## src/rtl/snake_pkg.sv

```systemverilog
// rtl/snake_pkg.sv - shared state, direction and turn encodings for the snake game
package snake_pkg;

    typedef enum logic [2:0] {
        ST_IDLE      = 3'd0,
        ST_SPAWN     = 3'd1,
        ST_WAIT_TIK  = 3'd2,
        ST_STEP      = 3'd3,
        ST_GAME_OVER = 3'd4
    } state_t;

    typedef enum logic [1:0] {
        TURN_NONE = 2'd0,
        TURN_CW   = 2'd1,
        TURN_CCW  = 2'd2
    } turn_t;

    // One-hot {up,down,left,right}
    localparam logic [3:0] DIR_UP    = 4'b1000;
    localparam logic [3:0] DIR_DOWN  = 4'b0100;
    localparam logic [3:0] DIR_LEFT  = 4'b0010;
    localparam logic [3:0] DIR_RIGHT = 4'b0001;

    function automatic logic [3:0] rotate_cw(input logic [3:0] d);
        case (d)
            DIR_RIGHT: rotate_cw = DIR_DOWN;
            DIR_DOWN:  rotate_cw = DIR_LEFT;
            DIR_LEFT:  rotate_cw = DIR_UP;
            DIR_UP:    rotate_cw = DIR_RIGHT;
            default:   rotate_cw = DIR_RIGHT;
        endcase
    endfunction

    function automatic logic [3:0] rotate_ccw(input logic [3:0] d);
        case (d)
            DIR_RIGHT: rotate_ccw = DIR_UP;
            DIR_UP:    rotate_ccw = DIR_LEFT;
            DIR_LEFT:  rotate_ccw = DIR_DOWN;
            DIR_DOWN:  rotate_ccw = DIR_RIGHT;
            default:   rotate_ccw = DIR_RIGHT;
        endcase
    endfunction

    function automatic logic [3:0] apply_turn(input logic [3:0] d, input turn_t t);
        case (t)
            TURN_CW:  apply_turn = rotate_cw(d);
            TURN_CCW: apply_turn = rotate_ccw(d);
            default:  apply_turn = d;
        endcase
    endfunction

endpackage

```

## src/rtl/tik_divider.sv

```systemverilog
// rtl/tik_divider.sv - counts frame_tik pulses and fires once per loadable period
module tik_divider (
    input  logic       i_clk,
    input  logic       i_rst_n,
    input  logic       i_enable,
    input  logic       i_clear,
    input  logic       i_frame_tik,
    input  logic [5:0] i_period,
    output logic       o_fire,
    output logic       o_game_tik
);

    logic [5:0] r_frame_cnt;
    logic       r_game_tik;

    // o_fire is combinational so the sequencer can change state on the same edge
    assign o_fire     = i_enable && i_frame_tik && (r_frame_cnt == i_period - 6'd1);
    assign o_game_tik = r_game_tik;

    always_ff @(posedge i_clk or negedge i_rst_n) begin
        if (!i_rst_n) begin
            r_frame_cnt <= 6'd0;
            r_game_tik  <= 1'b0;
        end else begin
            r_game_tik <= o_fire;
            if (i_clear || o_fire) begin
                r_frame_cnt <= 6'd0;
            end else if (i_enable && i_frame_tik) begin
                r_frame_cnt <= r_frame_cnt + 6'd1;
            end
        end
    end

endmodule

```

## src/rtl/snake_game_sequencer.sv

```systemverilog
// rtl/snake_game_sequencer.sv - snake game loop controller: tick timing, turns, score, speed and datapath handshakes
module snake_game_sequencer
    import snake_pkg::*;
#(
    parameter int FRAMES_PER_TIK_INIT = 30,
    parameter int FRAMES_PER_TIK_MIN  = 6,
    parameter int SPEEDUP_STEP        = 2,
    parameter int SCORE_PER_SPEEDUP   = 4,
    parameter int INIT_LENGTH         = 3,
    parameter int MAX_LENGTH          = 15
) (
    input  logic       clock_25,
    input  logic       reset,
    input  logic       frame_tik,
    input  logic       right_pulse,
    input  logic       left_pulse,
    input  logic       step_done,
    input  logic       collision_detected,
    input  logic       fruit_eaten,
    input  logic       spawn_done,
    output logic [2:0] current_state,
    output logic       game_tik,
    output logic       step_req,
    output logic       grow,
    output logic       spawn_req,
    output logic [3:0] dir,
    output logic [7:0] score,
    output logic [3:0] snake_length,
    output logic       game_over
);

    localparam logic [5:0] PERIOD_INIT  = 6'(FRAMES_PER_TIK_INIT);
    localparam logic [5:0] PERIOD_MIN   = 6'(FRAMES_PER_TIK_MIN);
    localparam logic [5:0] PERIOD_STEP  = 6'(SPEEDUP_STEP);
    localparam logic [6:0] PERIOD_CLAMP = 7'(FRAMES_PER_TIK_MIN + SPEEDUP_STEP);
    localparam logic [3:0] LEN_INIT     = 4'(INIT_LENGTH);
    localparam logic [3:0] LEN_MAX      = 4'(MAX_LENGTH);
    localparam logic [7:0] SCORE_DIV    = 8'(SCORE_PER_SPEEDUP);

    state_t     r_state;
    state_t     w_next_state;
    turn_t      r_pending;
    turn_t      w_turn;
    logic [3:0] r_dir;
    logic [3:0] r_length;
    logic [7:0] r_score;
    logic [5:0] r_period;
    logic       r_grow;
    logic       r_step_req;
    logic       r_spawn_req;
    logic       r_game_over;
    logic       w_button;
    logic       w_step_ack;
    logic       w_spawn_ack;
    logic       w_restart;
    logic       w_fruit;
    logic       w_fire;
    logic       w_game_tik;
    logic       w_speedup;
    logic [7:0] w_score_inc;

    assign w_button    = right_pulse | left_pulse;
    assign w_step_ack  = r_step_req & step_done;
    assign w_spawn_ack = r_spawn_req & spawn_done;
    assign w_restart   = (r_state == ST_GAME_OVER) & w_button;
    assign w_fruit     = w_step_ack & ~collision_detected & fruit_eaten;
    assign w_score_inc = (r_score == 8'hFF) ? r_score : r_score + 8'd1;
    assign w_speedup   = (w_score_inc != 8'd0) && ((w_score_inc % SCORE_DIV) == 8'd0);

    // Simultaneous right+left cancels; turns outside the play states are dropped
    always_comb begin
        w_turn = TURN_NONE;
        if (r_state == ST_SPAWN || r_state == ST_WAIT_TIK || r_state == ST_STEP) begin
            if (right_pulse && !left_pulse) begin
                w_turn = TURN_CW;
            end else if (left_pulse && !right_pulse) begin
                w_turn = TURN_CCW;
            end
        end
    end

    tik_divider u_tik_divider (
        .i_clk       (clock_25),
        .i_rst_n     (reset),
        .i_enable    (r_state == ST_WAIT_TIK),
        .i_clear     (w_spawn_ack | w_restart),
        .i_frame_tik (frame_tik),
        .i_period    (r_period),
        .o_fire      (w_fire),
        .o_game_tik  (w_game_tik)
    );

    always_comb begin
        w_next_state = r_state;
        case (r_state)
            ST_IDLE:      if (w_button) w_next_state = ST_SPAWN;
            ST_SPAWN:     if (w_spawn_ack) w_next_state = ST_WAIT_TIK;
            ST_WAIT_TIK:  if (w_fire) w_next_state = ST_STEP;
            ST_STEP: begin
                if (w_step_ack) begin
                    if (collision_detected) begin
                        w_next_state = ST_GAME_OVER;
                    end else if (fruit_eaten) begin
                        w_next_state = ST_SPAWN;
                    end else begin
                        w_next_state = ST_WAIT_TIK;
                    end
                end
            end
            ST_GAME_OVER: if (w_button) w_next_state = ST_IDLE;
            default:      w_next_state = ST_IDLE;
        endcase
    end

    always_ff @(posedge clock_25 or negedge reset) begin
        if (!reset) begin
            r_state <= ST_IDLE;
        end else begin
            r_state <= w_next_state;
        end
    end

    always_ff @(posedge clock_25 or negedge reset) begin
        if (!reset) begin
            r_dir       <= DIR_RIGHT;
            r_score     <= 8'd0;
            r_length    <= LEN_INIT;
            r_period    <= PERIOD_INIT;
            r_pending   <= TURN_NONE;
            r_grow      <= 1'b0;
            r_step_req  <= 1'b0;
            r_spawn_req <= 1'b0;
            r_game_over <= 1'b0;
        end else begin
            // Requests rise one cycle after state entry and drop on the edge that samples done
            r_step_req  <= (r_state == ST_STEP) && !w_step_ack;
            r_spawn_req <= (r_state == ST_SPAWN) && !w_spawn_ack;
            r_game_over <= (w_next_state == ST_GAME_OVER);
            if (w_restart) begin
                r_dir     <= DIR_RIGHT;
                r_score   <= 8'd0;
                r_length  <= LEN_INIT;
                r_period  <= PERIOD_INIT;
                r_pending <= TURN_NONE;
                r_grow    <= 1'b0;
            end else begin
                if (w_fire) begin
                    r_dir     <= apply_turn(r_dir, r_pending);
                    r_pending <= w_turn;
                end else if (w_turn != TURN_NONE) begin
                    r_pending <= w_turn;
                end
                if (w_step_ack) begin
                    r_grow <= w_fruit;
                end
                if (w_fruit) begin
                    r_score  <= w_score_inc;
                    r_length <= (r_length >= LEN_MAX) ? LEN_MAX : r_length + 4'd1;
                    if (w_speedup) begin
                        r_period <= ({1'b0, r_period} <= PERIOD_CLAMP) ? PERIOD_MIN
                                                                      : r_period - PERIOD_STEP;
                    end
                end
            end
        end
    end

    assign current_state = r_state;
    assign game_tik      = w_game_tik;
    assign step_req      = r_step_req;
    assign grow          = r_grow;
    assign spawn_req     = r_spawn_req;
    assign dir           = r_dir;
    assign score         = r_score;
    assign snake_length  = r_length;
    assign game_over     = r_game_over;

endmodule
```

## config.mk

```make
export PLATFORM = sky130hd
export DESIGN_NAME = snake_game_sequencer
export DESIGN_NICKNAME = d
export VERILOG_FILES = /design/src/rtl/snake_pkg.sv /design/src/rtl/tik_divider.sv /design/src/rtl/snake_game_sequencer.sv
export SDC_FILE = /design/constraint.sdc
export NUM_CORES = 1
export LEC_CHECK = 0
export CORE_MARGIN = 1
export CORE_UTILIZATION = 55
export DETAILED_ROUTE_END_ITERATION = 6
export PLACE_DENSITY = 0.91
export REMOVE_ABC_BUFFERS = 1
export SLEW_MARGIN = 10
export SYNTH_ARGS = -nofsm -noshare
export SYNTH_HDL_FRONTEND = slang
export SYNTH_HIERARCHICAL = 1
export SYNTH_SLANG_ARGS = --single-unit
export TNS_END_PERCENT = 5
```

## constraint.sdc

```tcl
create_clock -name clock_25 -period 5.1 [get_ports clock_25]
set_input_delay 1.02 -clock clock_25 [delete_from_list [all_inputs] [get_ports clock_25]]
set_output_delay 1.02 -clock clock_25 [all_outputs]
set_load 0.05 [all_outputs]
```

== Word level (Yosys, flattened, before mapping) ==
Index checks and enable logic that the tools add are counted.
Word-level totals
  register bits after elaboration: 38
  input port bits: 9
  output and inout bits: 24
  word-level logic and storage cells: 100
Cells by class
  add/sub/neg operators: 5
  magnitude comparators: 2
  eq/ne operators: 13
  mux-type cells: 33
  bitwise gates (word level): 8
  reduce and logical (&&, ||, !) cells: 27
Operators with widths (count)
  $mux W6: 6
  $mux W8: 3
  $pmux W4 S3: 2
  $mux W4: 5
  $mux W3: 6
  $pmux W3 S5: 1
  $mux W2: 7
  $reduce_bool A2 Y1: 6
  $add A8 B1 Y8 const B: 1
  $eq A8 B8 Y1 const B: 1
  $logic_not A8 Y1: 1
  $pmux W4 S2: 1
  $reduce_bool A8 Y1: 1
  $logic_and A1 B1 Y1: 7
  $add A6 B1 Y6 const B: 1
  $eq A3 B2 Y1 const B: 2
  $eq A3 B3 Y1 const B: 2
  $eq A6 B6 Y1: 1
  $le A6 B4 Y1 const B: 1
  $reduce_bool A3 Y1: 2
  $sub A6 B1 Y6 const B: 1
  $sub A6 B2 Y6 const B: 1
  $and A1 B1 Y1: 5
  $add A4 B1 Y4 const B: 1
  15 further kinds: 23

== Longest topological paths before layout ==
Gate-level depths: netlist of the first run.
  depth after elaboration: 9
  mapped depth: 11
  depth with buffers taken out: 10

== Hierarchy ==
Netlist of the first run, hierarchy kept.
By module, submodules not included
  snake_game_sequencer: instances 1, cells an instance 196, area an instance 1760.4 um^2, sequential area each 759.5 um^2
  tik_divider: instances 1, cells an instance 53, area an instance 506.7 um^2, sequential area each 175.2 um^2

== Worst setup path before layout of the first run ==
No wires, ideal clock.
  path type: register to register
  from: register r_state[1] (netlist: current_state[1])
  to: register r_dir[3] (netlist: dir[3])
  setup time: 0.078 ns
  arrival time: 3.155 ns
  data required time: 5.022 ns
  setup slack: 1.866 ns
  cell stages (with the launch flop): 11
  buffers on the path: 1
  clock period less this slack: 3.234 ns
  cell sequence: dfrtp_1 -> clkbuf_1 -> nor2b_1 -> nor2b_1 -> nand2_1 -> or3_1 -> a211oi_4 -> and2_1 -> nand2_1 -> or4_1 -> a21oi_1
On the way
  longest elaborated chain between the ends: 5
  elaborated cells on any way between the ends: 9
  classes of those cells: eq/ne (2); mux (1); bitwise (1); reduce/logical (5)
Ends and longest elaborated chain
  start, declared: RTL line snake_game_sequencer.sv:40  | state_t r_state;
  start signal, assigned: RTL line snake_game_sequencer.sv:119  | r_state <= w_next_state;
  $eq A3 B2 Y1: RTL line snake_game_sequencer.sv:85  | .i_enable (r_state == ST_WAIT_TIK),
  $logic_and A1 B1 Y1 (2 in a row): RTL line tik_divider.sv:17  | assign o_fire = i_enable && i_frame_tik && (r_frame_cnt == i_period - 6'd1);
  via w_fire: RTL line snake_game_sequencer.sv:57  | logic w_fire;
  $reduce_bool A2 Y1 (no source line)
  $reduce_and A2 Y1 (no source line)
  end signal, assigned: RTL line snake_game_sequencer.sv:148  | r_dir <= apply_turn(r_dir, r_pending);
  end, declared: RTL line snake_game_sequencer.sv:44  | logic [3:0] r_dir;
The timed path passes the listed nets, and every way through them passes these cells.
A chain may end at the register's enable or synchronous reset.

== Worst setup path in the final report of the first run ==
  from: input frame_tik
  to: register r_dir[3] (netlist: dir[3])
On the way
  longest elaborated chain between the ends: 4
Ends and longest elaborated chain
  start, declared: RTL line snake_game_sequencer.sv:14  | input logic frame_tik,
  $logic_and A1 B1 Y1 (2 in a row): RTL line tik_divider.sv:17
  via w_fire: RTL line snake_game_sequencer.sv:57
  $reduce_bool A2 Y1 (no source line)
  $reduce_and A2 Y1 (no source line)
The timed path passes the listed nets, and every way through them passes these cells.

==> results.toml, run 1 <==
[run_status]
outcome = "finished clean"

[die]
start_util_pct = 59.7
design.portCount = 33
floorplan.die_area_um2 = 4380
die-width_um = 66.2
fp.dieH_um = 66.2
placement_rows = 22
core-area_um2 = 3800

[power]
max-vdd-ir-drop_mv = 0.286
seq_power_share_pct = 37.7
leakage_power_summed_over_all_cells_nw = 1.11
swShare_pct = 45.2
power.net_switching_mw = 0.604
clkPwrFrac_pct = 15.9
pwr_density_cell_nw_per_um2 = 493
combPwrFrac_pct = 46.4
p_int_mw = 0.734

[synth]
yosys_most_used_dff = "dfrtp_1"
mappedNetlistArea_um2 = 2270
synth_top_cells_by_count = "dfrtp_1 (30), nor2_1 (28), nand2_1 (23)"
yosys.cell_types.count = 53
syn_avg_cell_area_um2 = 9.11
yosysWarnings = 6
post_synth_inst_count = 249
area_leader_netlist = "dfrtp_1"
ys_seq_area_share_pct = 41.2
post_synth_main_area_contributors = "dfrtp_1 (33%), dfstp_2 (8.1%), nor2_1 (4.6%), xnor2_1 (4.2%), nand2_1 (3.8%)"
async_reset_ff_share_pct = 100
synth_top_area_share_pct = 33.1
synth-seq-cells = 37
synth_edf_count = 0
most_numerous_cell_in_the_yosys_netlist = "dfrtp_1"

[worst_setup_path]
cp_data_required_time_ns = 5.32
crit_slowest_cell = "clkdlybuf4s50_1"
critical_path.max_stage_delay_ns = 0.50
crit_path_max_fanout = 7
arrival_ns = 3.61
regToRegSetupSlack_ns = 1.82
cp_cell_sequence = "clkdlybuf4s50_1, nand2_1, or3_1, a211oi_4, and2_1, nand2_1, or4_1, a21oi_1"
cp_num_buf_inv = 1
crit_path_frequent_cell = "nand2_1"
worst_setup_end_kind = "register"
cp-start-kind = "primary input"
worstSetupPathType = "primary input to register"
critical_path.top_delay_family = "simple AND/OR/NAND/NOR gates"

[grt]
gr-usage-met3_pct = 6.72
grt_first_pass_wirelength_mm = 8.78
busiest_layer = "met2"
globalRouteMet1Util_pct = 35.2
globalRouteMet2Util_pct = 41.6
grt_usage_pct = 26.6
grt_antenna_before_repair = 0
first_global_vias = 1888
grt_max_degree = 38
global_route.overflow_total = 0

[sta]
post-route-min-period_ns = 3.39
final.setup_skew_ns = 0.0149
setup_viol = 0
period_share_pct = 66.5
slew_headroom_pct = 51.0
fin_worst_hold_slack_ns = 0.551
fin_setup_tns_ns = 0
max_freq_mhz = 295
timing_worst_slew_pin_value_ns = 0.734
grt_setup_unrepaired = "false"
final_hold_viol_count = 0
timing_max_transition_violations_final = 0

[cts]
postCtsHoldBufs = 0
clock-sinks = 37
tritoncts.num_buffers = 5
clock_path_buffers = 2
clk_latency_ns = 0.29
clk_transition_reported_paths_ns = 0.08
tritoncts = "yes"
htree_num_levels = 2
postCtsSetupRepairBufs = 0
post_cts_resized = 0
clock-root-buffer = "clkbuf_8"

[layout]
multi_input_area_um2 = 1270
insertedDiodeCount = 0
fill_cell_total_of_the_finished_layout = 279
nets_finish = 299
post_route_cells_drive_above_1_share_pct = 8.04
postLayoutCellArea_um2 = 2710
layout.core_utilization_pct = 71.4
ff_latch_area_um2 = 935
flow.area_growth_from_synthesis_pct = 19.7

[place]
place_hpwl_mm = 3.49
placedInstanceArea_um2 = 2620
gpl.final_weighted_congestion = 0.866
placement.io_buffers = 32

[drt]
drc_errors = 0
drt-wirelength-per-cell_um = 15.2
dr_total_vias = 2014
detail_route.first_pass.iterations = 4
drt-initial-drc-count = 237
finalWirelength_mm = 5.09
per_cell_via_count_in_the_routed_design = 6.03
drt.antenna.violating_nets = 0

[flow_run]
max_cap_violations = 0

[worst_hold_path]
hold_path.class = "register to register"
[final cells by class]
| type | count | share of cell area, % |
|---|---|---|
| clock buffer | 8 | 3.32 |
| inverter | 7 | 0.968 |
| multi-input combinational | 201 | 47.0 |
| sequential | 37 | 34.4 |
| tap | 48 | 2.21 |
| timing repair buffer | 33 | 12.1 |
[per-stage QoR]
stage                     power (mW)  setup WS [ns]  cells
after global routing            1.43           1.60    334
after detailed placement        1.12           1.43    326
after global placement          1.09           1.52    326
after floorplan                0.929           1.99    245
final                           1.34           1.71    334
after CTS                       1.34           1.73    334
[sequential cells by signal, summed over array words and instances (netlist names)]
name / flops
dir: 4
current_state: 3
game_over: 1
u_tik_divider/r_frame_cnt: 6
step_req: 1
r_period: 5
snake_length: 4
spawn_req: 1
grow: 1
score: 8
u_tik_divider/o_game_tik: 1
r_pending: 2
[power by group through the flow]
stage | Sequential (mW) | Combinational [mW] | Clock, mW
after global routing | 0.518 | 0.675 | 0.235
after global placement | 0.499 | 0.595 | 0
after floorplan | 0.655 | 0.273 | 0
after CTS | 0.501 | 0.621 | 0.218
after detailed placement | 0.505 | 0.616 | 0
final | 0.504 | 0.621 | 0.213
[tightest hold or removal path, cell delays in order, from the launching register on]
cell and delay, ns:
dfstp_2 0.39, o21ai_0 0.07, nand3_1 0.08
[final timing paths]
check / from / endpoint / cells past startpoint
worst max-delay path: frame_tik / dir[3] / 8
worst min-delay path: dir[0] / dir[0] / 2
worst max register to register: current_state[2] / dir[3] / 9
worst min register to register: dir[0] / dir[0] / 2
max in group asynchronous: reset / snake_length[0] / 2
min in group asynchronous: reset / dir[3] / 2
[cell usage in the layout (no fill, tap or decap), types with 2 or more instances in the layout]
cell | Yosys | routed
nand3_1 | 11 | 11
inv_1 | 7 | 7
ha_1 | 5 | 5
clkdlybuf4s50_1 | 0 | 32
xor2_1 | 5 | 5
nor2b_1 | 6 | 6
o21bai_1 | 2 | 2
clkbuf_8 | 0 | 6
or2_2 | 3 | 3
dfrtp_1 | 30 | 30
o21ai_0 | 7 | 7
clkbuf_1 | 4 | 2
nor3b_1 | 3 | 3
and3_1 | 4 | 4
nor2_1 | 28 | 27
a211oi_1 | 7 | 7
nor4_1 | 2 | 2
nand4_1 | 5 | 5
o22ai_1 | 5 | 5
xnor2_1 | 11 | 11
dfstp_2 | 7 | 7
conb_1 | 1 | 4
a21oi_1 | 13 | 13
or3_1 | 4 | 4
nand2_1 | 23 | 23
nor3_1 | 11 | 11
and4b_1 | 2 | 2
mux2i_1 | 8 | 8
nand2b_1 | 4 | 4
a31oi_1 | 5 | 5
[cell families (layout without fill, tap and decap cells)]
kind of cell,after synthesis,after routing,share of synthesized area [%]
simple gates,115,115,26.4
buf+inv,14,48,3.15
mux,8,8,3.53
other cells,1,4,0.165
xor+xnor,16,16,6.18
compound gates,53,53,16.6
fa+ha+maj,5,5,2.76
flops,37,37,41.2
[routing by layer]
layer,wire [um],vias to the layer above,share of wire (%)
met1,2240,963,44
met2,2440,67,48
met3,303,13,6.0
li1,-,971,-
met5,0,-,0
met4,95,0,1.9
(Power assumes the default switching activity.)
==> inputs of run 2 (changes only) <==
CORE_UTILIZATION = 54   (was 55)
PLACE_DENSITY = 0.89   (was 0.91)
clock period = 3.3 ns   (was 5.1 ns; I/O delays follow)
==> results.toml, run 2 (synthesis gave the netlist of run 1 again) <==
[cts]
post_cts_resized = 0
tritoncts.num_buffers = 5
tritoncts = "yes"
postCtsSetupRepairBufs = 0
clock-sinks = 37
htree_num_levels = 2
clock-root-buffer = "clkbuf_8"
clk_latency_ns = 0.29
clk_transition_reported_paths_ns = 0.07
clock_path_buffers = 2
postCtsHoldBufs = 0

[sta]
max_freq_mhz = 354
timing_worst_slew_pin_value_ns = 0.626
final_hold_viol_count = 0
setup_viol = 0
slew_headroom_pct = 57.8
grt_setup_unrepaired = "false"
period_share_pct = 85.6
fin_setup_tns_ns = 0
final.setup_skew_ns = 0.00655
timing_max_transition_violations_final = 0
post-route-min-period_ns = 2.82

[drt]
per_cell_via_count_in_the_routed_design = 6.01
drc_errors = 0
drt.antenna.violating_nets = 0
drt-initial-drc-count = 294
detail_route.first_pass.iterations = 4
dr_total_vias = 2056
finalWirelength_mm = 5.21
drt-wirelength-per-cell_um = 15.2

[worst_setup_path]
r2r_start = "current_state[1]"
worstSetupPathType = "register to register"
critical_path.reg2reg.endpoint = "dir[3]"
arrival_ns = 3.04
regToRegSetupSlack_ns = 0.48
cp-start-kind = "register"
cp_data_required_time_ns = 3.52
crit_path_max_fanout = 7
worst_setup_end_kind = "register"
rr_worst_depth = 9

[run_status]
outcome = "finished clean"

[die]
placement_rows = 23
core-area_um2 = 4030
start_util_pct = 56.3
design.portCount = 33
floorplan.die_area_um2 = 4460
die-width_um = 66.8
fp.dieH_um = 66.8

[layout]
layout.cells.most_common = "clkdlybuf4s50_1"
layout_common_cells = "clkdlybuf4s50_1 (32), dfrtp_1 (30), nor2_1 (28)"
largest_register_ffs = 8
layout.core_utilization_pct = 68.8
ff_latch_area_um2 = 935
flow.area_growth_from_synthesis_pct = 22.2
post_route_cells_drive_above_1_share_pct = 10.3
final-instance-count-excl-fill = 342
fill_cell_total_of_the_finished_layout = 311
multi_input_area_um2 = 1270
nets_finish = 305
insertedDiodeCount = 0

[grt]
global_route.overflow_total = 0
grt_max_degree = 38
grt_antenna_before_repair = 0
first_global_vias = 1817
grt_usage_pct = 25.4
grt_first_pass_wirelength_mm = 8.31

[place]
gpl.final_weighted_congestion = 0.822
place_inst = 334
place_hpwl_mm = 3.63
placement.io_buffers = 32

[power]
seq_power_share_pct = 36.1
pwr_density_cell_nw_per_um2 = 766
power.net_switching_mw = 0.947
clkPwrFrac_pct = 16.4
max-vdd-ir-drop_mv = 0.570
leakage_power_summed_over_all_cells_nw = 1.16
combPwrFrac_pct = 47.5
report.power.total_mw = 2.12
p_int_mw = 1.17
swShare_pct = 44.6

[flow_run]
max_cap_violations = 0

[worst_hold_path]
worst_hold_startpoint = "dir[0]"
min_path_cells = 2
hold_path.class = "register to register"
min_to = "dir[0]"
==> run 2: worst max path at each step <==
stage                                 from  endpoint  slack (ns)  cells past startpoint
final                     current_state[1]    dir[3]        0.48                      9
after global routing      current_state[2]    dir[3]        0.29                      9
after CTS                 current_state[2]    dir[3]        0.50                      9
after detailed placement         frame_tik    dir[3]        0.24                      8
after global placement           frame_tik    dir[3]        0.34                      8
after floorplan           current_state[1]    dir[3]        0.19                      9
==> run 2: cell type report <==
cell class / count / area share [%]
Tap cell: 50 / 2.26
Timing Repair Buffer: 39 / 13.5
Inverter: 7 / 0.949
Multi-Input combinational cell: 201 / 45.9
Clock buffer: 7 / 3.48
Sequential cell: 37 / 33.7
Clock inverter: 1 / 0.181
==> run 2: worst max-delay path, stage by stage, from the launching register on <==
cell      delay, ns
dfrtp_1        0.36
nor2b_1        0.23
nor2b_1        0.27
nand2_1        0.19
or3_1          0.45
a211oi_4       0.24
and2_1         0.20
nand2_1        0.16
or4_1          0.51
a21oi_1        0.15
==> run 2: metrics by stage <==
| stage | setup slack, ns | instance area, um2 | hold WS (ns) |
|---|---|---|---|
| floorplan | 0.192 | 2230 | 0.364 |
| global placement | 0.340 | 2670 | 0.527 |
| detailed placement | 0.240 | 2670 | 0.539 |
| CTS | 0.496 | 2770 | 0.544 |
| global route | 0.289 | 2770 | 0.578 |
| finish | 0.477 | 2770 | 0.545 |
==> run 2: power groups by stage <==
stage	sequential (mW)	clock [mW]	combinational (mW)
CTS	0.763	0.356	1.01
detailed placement	0.768	0	0.999
global route	0.786	0.380	1.08
finish	0.765	0.348	1.01
global placement	0.761	0	0.962
floorplan	1.01	0	0.422
==> run 2: per-layer routing <==
layer	vias to the layer above	global-route usage [%]	wire, um
met5	-	0	0
met4	0	9.57	107
met3	12	5.82	334
met2	84	41.3	2520
met1	969	32.5	2260
li1	991	-	-
